[src/rtl/pride_stripe_renderer.sv]
// rtl/pride_stripe_renderer.sv - horizontally striped pride-flag pixel stage behind the VGA sync generator
// Optional colour rotation across frames is enabled by defining PRIDE_SCROLL_EN.
module pride_stripe_renderer #(
  parameter int H_DISPLAY     = 640,
  parameter int V_DISPLAY     = 480,
  parameter int SCROLL_FRAMES = 30
) (
  input  logic       clk,
  input  logic       reset,
  input  logic [9:0] hpos,
  input  logic [9:0] vpos,
  input  logic       display_on,
  input  logic       hsync_in,
  input  logic       vsync_in,
  input  logic [1:0] flag_sel,
  output logic       hsync_out,
  output logic       vsync_out,
  output logic [1:0] r,
  output logic [1:0] g,
  output logic [1:0] b,
  output logic       frame_tick
);

  typedef enum logic [1:0] {
    FLAG_RAINBOW = 2'd0,
    FLAG_TRANS   = 2'd1,
    FLAG_BI      = 2'd2,
    FLAG_NB      = 2'd3
  } flag_e;

  localparam logic [9:0] H_SIX   = 10'(V_DISPLAY / 6);
  localparam logic [9:0] H_FIVE  = 10'(V_DISPLAY / 5);
  localparam logic [9:0] H_FOUR  = 10'(V_DISPLAY / 4);
  localparam logic [9:0] H_EVENT = 10'(H_DISPLAY);
  localparam logic [9:0] V_LAST  = 10'(V_DISPLAY - 1);

  flag_e      flag_q, flag_d;
  logic [2:0] stripe_q, stripe_d;
  logic [9:0] line_cnt_q, line_cnt_d;
  logic [2:0] base_next;
  logic       line_evt, frame_evt;

  logic [5:0] pix_d, pix1_q, pix2_q;
  logic       de1_q, hs1_q, vs1_q, hs2_q, vs2_q, tick_q;

  function automatic logic [2:0] stripes(flag_e f);
    case (f)
      FLAG_RAINBOW: stripes = 3'd6;
      FLAG_NB:      stripes = 3'd4;
      default:      stripes = 3'd5;
    endcase
  endfunction

  function automatic logic [9:0] height(flag_e f);
    case (f)
      FLAG_RAINBOW: height = H_SIX;
      FLAG_NB:      height = H_FOUR;
      default:      height = H_FIVE;
    endcase
  endfunction

  // Packed as {R[1:0], G[1:0], B[1:0]}.
  function automatic logic [5:0] colour(flag_e f, logic [2:0] s);
    logic [5:0] c;
    c = 6'h00;
    case (f)
      FLAG_RAINBOW:
        case (s)
          3'd0: c = 6'h30;
          3'd1: c = 6'h34;
          3'd2: c = 6'h3C;
          3'd3: c = 6'h08;
          3'd4: c = 6'h03;
          3'd5: c = 6'h22;
          default: c = 6'h00;
        endcase
      FLAG_TRANS:
        case (s)
          3'd0, 3'd4: c = 6'h1B;
          3'd1, 3'd3: c = 6'h3A;
          3'd2:       c = 6'h3F;
          default:    c = 6'h00;
        endcase
      FLAG_BI:
        case (s)
          3'd0, 3'd1: c = 6'h31;
          3'd2:       c = 6'h22;
          3'd3, 3'd4: c = 6'h02;
          default:    c = 6'h00;
        endcase
      default:
        case (s)
          3'd0:    c = 6'h3C;
          3'd1:    c = 6'h3F;
          3'd2:    c = 6'h27;
          default: c = 6'h00;
        endcase
    endcase
    return c;
  endfunction

  assign line_evt  = (hpos == H_EVENT) && (vpos < V_LAST);
  assign frame_evt = (hpos == H_EVENT) && (vpos == V_LAST);

`ifdef PRIDE_SCROLL_EN
  localparam int FC_W = (SCROLL_FRAMES > 1) ? $clog2(SCROLL_FRAMES) : 1;
  localparam logic [FC_W-1:0] FC_LAST = FC_W'(SCROLL_FRAMES - 1);

  logic [FC_W-1:0] frame_cnt_q, frame_cnt_d;
  logic [2:0]      base_q, base_d;

  // A flag change restarts the rotation so the new flag opens on its first stripe.
  always_comb begin
    frame_cnt_d = frame_cnt_q;
    base_d      = base_q;
    if (frame_evt) begin
      if (flag_e'(flag_sel) != flag_q) begin
        frame_cnt_d = '0;
        base_d      = 3'd0;
      end else if (frame_cnt_q == FC_LAST) begin
        frame_cnt_d = '0;
        base_d      = (base_q == stripes(flag_q) - 3'd1) ? 3'd0 : base_q + 3'd1;
      end else begin
        frame_cnt_d = frame_cnt_q + 1'b1;
      end
    end
  end

  always_ff @(posedge clk or posedge reset) begin
    if (reset) begin
      frame_cnt_q <= '0;
      base_q      <= 3'd0;
    end else begin
      frame_cnt_q <= frame_cnt_d;
      base_q      <= base_d;
    end
  end

  assign base_next = base_d;
`else
  assign base_next = 3'd0;
`endif

  // Stripe only moves at hpos==H_DISPLAY, so it never changes inside a visible span.
  always_comb begin
    flag_d     = flag_q;
    stripe_d   = stripe_q;
    line_cnt_d = line_cnt_q;
    if (frame_evt) begin
      flag_d     = flag_e'(flag_sel);
      line_cnt_d = 10'd0;
      stripe_d   = base_next;
    end else if (line_evt) begin
      if (line_cnt_q == height(flag_q) - 10'd1) begin
        line_cnt_d = 10'd0;
        stripe_d   = (stripe_q == stripes(flag_q) - 3'd1) ? 3'd0 : stripe_q + 3'd1;
      end else begin
        line_cnt_d = line_cnt_q + 10'd1;
      end
    end
  end

  assign pix_d = colour(flag_q, stripe_q);

  always_ff @(posedge clk or posedge reset) begin
    if (reset) begin
      flag_q     <= FLAG_RAINBOW;
      stripe_q   <= 3'd0;
      line_cnt_q <= 10'd0;
      pix1_q     <= 6'h00;
      de1_q      <= 1'b0;
      hs1_q      <= 1'b0;
      vs1_q      <= 1'b0;
      pix2_q     <= 6'h00;
      hs2_q      <= 1'b0;
      vs2_q      <= 1'b0;
      tick_q     <= 1'b0;
    end else begin
      flag_q     <= flag_d;
      stripe_q   <= stripe_d;
      line_cnt_q <= line_cnt_d;
      pix1_q     <= pix_d;
      de1_q      <= display_on;
      hs1_q      <= hsync_in;
      vs1_q      <= vsync_in;
      pix2_q     <= de1_q ? pix1_q : 6'h00;
      hs2_q      <= hs1_q;
      vs2_q      <= vs1_q;
      tick_q     <= frame_evt;
    end
  end

  assign r          = pix2_q[5:4];
  assign g          = pix2_q[3:2];
  assign b          = pix2_q[1:0];
  assign hsync_out  = hs2_q;
  assign vsync_out  = vs2_q;
  assign frame_tick = tick_q;

endmodule

[config.mk]
export PLATFORM = sky130hd
export DESIGN_NAME = pride_stripe_renderer
export DESIGN_NICKNAME = d
export VERILOG_FILES = /design/src/rtl/pride_stripe_renderer.sv
export SDC_FILE = /design/constraint.sdc
export NUM_CORES = 1
export LEC_CHECK = 0
export ABC_AREA = 1
export CAP_MARGIN = 30
export CORE_ASPECT_RATIO = 0.9
export CORE_UTILIZATION = 43
export DETAILED_ROUTE_END_ITERATION = 16
export DONT_BUFFER_PORTS = 1
export PLACE_DENSITY_LB_ADDON = 0.1
export SLEW_MARGIN = 20
export SYNTH_ARGS = -nofsm -noshare
export SYNTH_HDL_FRONTEND = slang
export SYNTH_SLANG_ARGS = --single-unit
[constraint.sdc]
create_clock -name clk -period 2.4 [get_ports clk]
set_clock_uncertainty 0.1 [all_clocks]
set_input_delay 0.48 -clock clk [delete_from_list [all_inputs] [get_ports clk]]
set_output_delay 0.48 -clock clk [all_outputs]
set_load 0.01 [all_outputs]
==> metrics <==
status=complete, no violations; critical path required time=2.47 ns; critical path peak fanout=8; Switching Share=23.6%; Clock Power Share=39.7%; gr usage total=18.2%; Max-Cap Viols=0; DR pass1 iterations=5; layout cells sized above 1=13.5%; fin nets=335; Core Region=0.00458 mm²; first-pass GRT wire length=7.02 mm; Initial Util=46.1%; hpwl dp=3.15 mm; Remaining Overflow, GRT=0; Hold WS=0.0811 ns; P per Cell Area=447 mW/mm²; Syn Nets=328; switching power=0.240 mW; initial antenna violation count=0; Netlist Area Pre-Place=0.00211 mm²; RSZ-0062 raised after global routing=no; n_diodes=0; Setup CP Type=reg2reg; full die area=0.00519 mm²; Pleak=1.27 nW; # IOs=36; Area Growth Syn to Fin=7.88%; placed cells=351; crit path launch=stripe_q[0]; Worst setup EP type=flop; total length of routed wires=4.13 mm; final setup margin=0.615 ns; mean post-synth cell area=7.30 µm²; FILL cells=454; Comb pwr share=4.0%; Post-CTS Setup Bufs=0; WL per Instance=11.5 µm; setup TNS=0 ns; post-synth cell types=25; WP data arrival=1.86 ns; clk sinks=33; Skew-Pair Late Insertion Delay=0.28 ns; Slew Limit Headroom=71.3%; Startpoint Class=flop; TritonCTS clock tree=done; Least-Margin Pin Slew=0.431 ns; max frequency=0.560 GHz; site row count=23; final setup vio count=0; Int Pwr=0.777 mW; DR iter-0 viols=156; H-tree lvl count=2; cell count after synthesis=289; vias in the first global route=1,579; fin. max-slew vios=0; Buffers on Ports=0; non-filler cells, final=359; largest net degree at the start of global routing=34; YS warnings=0; sequential area share after synthesis=39.1%; Hold Path Class=in2async; DRC viols=0; cts hold-fix bufs=0; R2R depth=8; Max Buffers Root-to-Sink=2; Final Hold Fails=0; vias=1,706; Routed Antenna Nets=0; share of power burned in registers=56.3%; Yosys reg bits=33; Peak VDD IR=258 µV; CTS resizes=0; CTS root buf=clkbuf_8; TritonCTS buffer count=5; clock-pin slew on the worst setup and hold paths=0.07 ns; Placement Setup Slack=0.655 ns; vias per inst=4.75; Die H=68.5 µm; fin crit period=1.79 ns; RR Startpoint=stripe_q[0]; Die W=75.9 µm; Final period util=74.4%; RD Place Congestion=0.837
worst max-delay path, cell delays in order, from the launching register on:
cell and delay, ns:
dfrtp_1 0.50, inv_1 0.15, ha_1 0.27, nor2_1 0.10, nor3_1 0.06, a21oi_1 0.24, o21ai_0 0.13, nand2_1 0.08
nand2_1 0.05
synth_stat cells (all sizes together):
cell type  count  area share (%)
dfrtp         33              39
buf            1            0.24
o211ai         3             1.1
nand3b         2            0.71
nand4          7             2.1
o21ai         13             3.3
and3           1            0.30
a21oi          7             1.7
nor3           4            0.95
nand3         18             5.0
nand2         95              20
inv           51             9.1
xor2           2            0.83
o31ai          1            0.36
nor2          39             8.5
ha            12             7.1
stage by stage:
step / cell area [µm²] / utilization [%] / power [mW]
after global placement: 2190 / 47.9 / 0.625
after CTS: 2280 / 49.8 / 1.03
final: 2280 / 49.8 / 1.02
after detailed placement: 2190 / 47.9 / 0.625
after floorplan: 2110 / - / 0.616
after global routing: 2280 / 49.8 / 1.07
logic make-up after synthesis:
logic type	after synthesis	synth area share [%]
compound gates	24	6.34
xor+xnor	2	0.830
fa+ha+maj	12	7.11
buf+inv	52	9.31
flops	33	39.1
simple gates	166	37.3
worst paths after layout:
| path | slack (ns) | endpoint |
|---|---|---|
| max in group asynchronous | 1.81 | stripe_q[1] |
| max | 0.61 | pix1_q[3] |
| max reg2reg | 0.61 | pix1_q[3] |
| min in group clk | 0.12 | vs1_q |
| min reg2reg | 0.25 | hsync_out |
| min | 0.08 | vs1_q |
power groups by stage:
| stage | sequential [mW] | clock, mW | combinational (mW) |
|---|---|---|---|
| finish | 0.573 | 0.404 | 0.0404 |
| CTS | 0.573 | 0.420 | 0.0416 |
| detailed placement | 0.584 | 0 | 0.0414 |
| global placement | 0.584 | 0 | 0.0409 |
| global route | 0.574 | 0.444 | 0.0484 |
| floorplan | 0.582 | 0 | 0.0335 |
routing by layer:
metal  wire, µm  global-route usage [%]  vias up
met4         46                    5.56        0
met5          0                       0        -
li1           -                       -      904
met3        221                    4.12        5
met1       2100                    27.0      749
met2       1770                    26.1       48
cell type report:
type	count	area, µm²	share of cell area (%)
Clock buffer	5	68.8	3.02
Multi-Input combinational cell	204	1090	47.8
Inverter	51	191	8.41
Clock inverter	3	17.5	0.769
Tap cell	62	77.6	3.41
Timing Repair Buffer	1	7.51	0.330
Sequential cell	33	826	36.3
registers in the layout, summed over array words and instances (netlist names):
signal,flops
vsync_out,1
de1_q,1
line_cnt_q,10
frame_tick,1
pix2_q,6
hs1_q,1
flag_q,2
vs1_q,1
stripe_q,3
hsync_out,1
pix1_q,6
cell usage in the layout, fill, tap and decap left out, types with 7 or more instances in the layout:
master,count
a21oi_1,7
dfrtp_1,33
ha_1,12
inv_1,40
inv_2,11
nand2_1,86
nand3_1,15
nand4_1,7
nor2_1,32
o21ai_0,10
No activity file was read; power rests on OpenSTA's default activity.
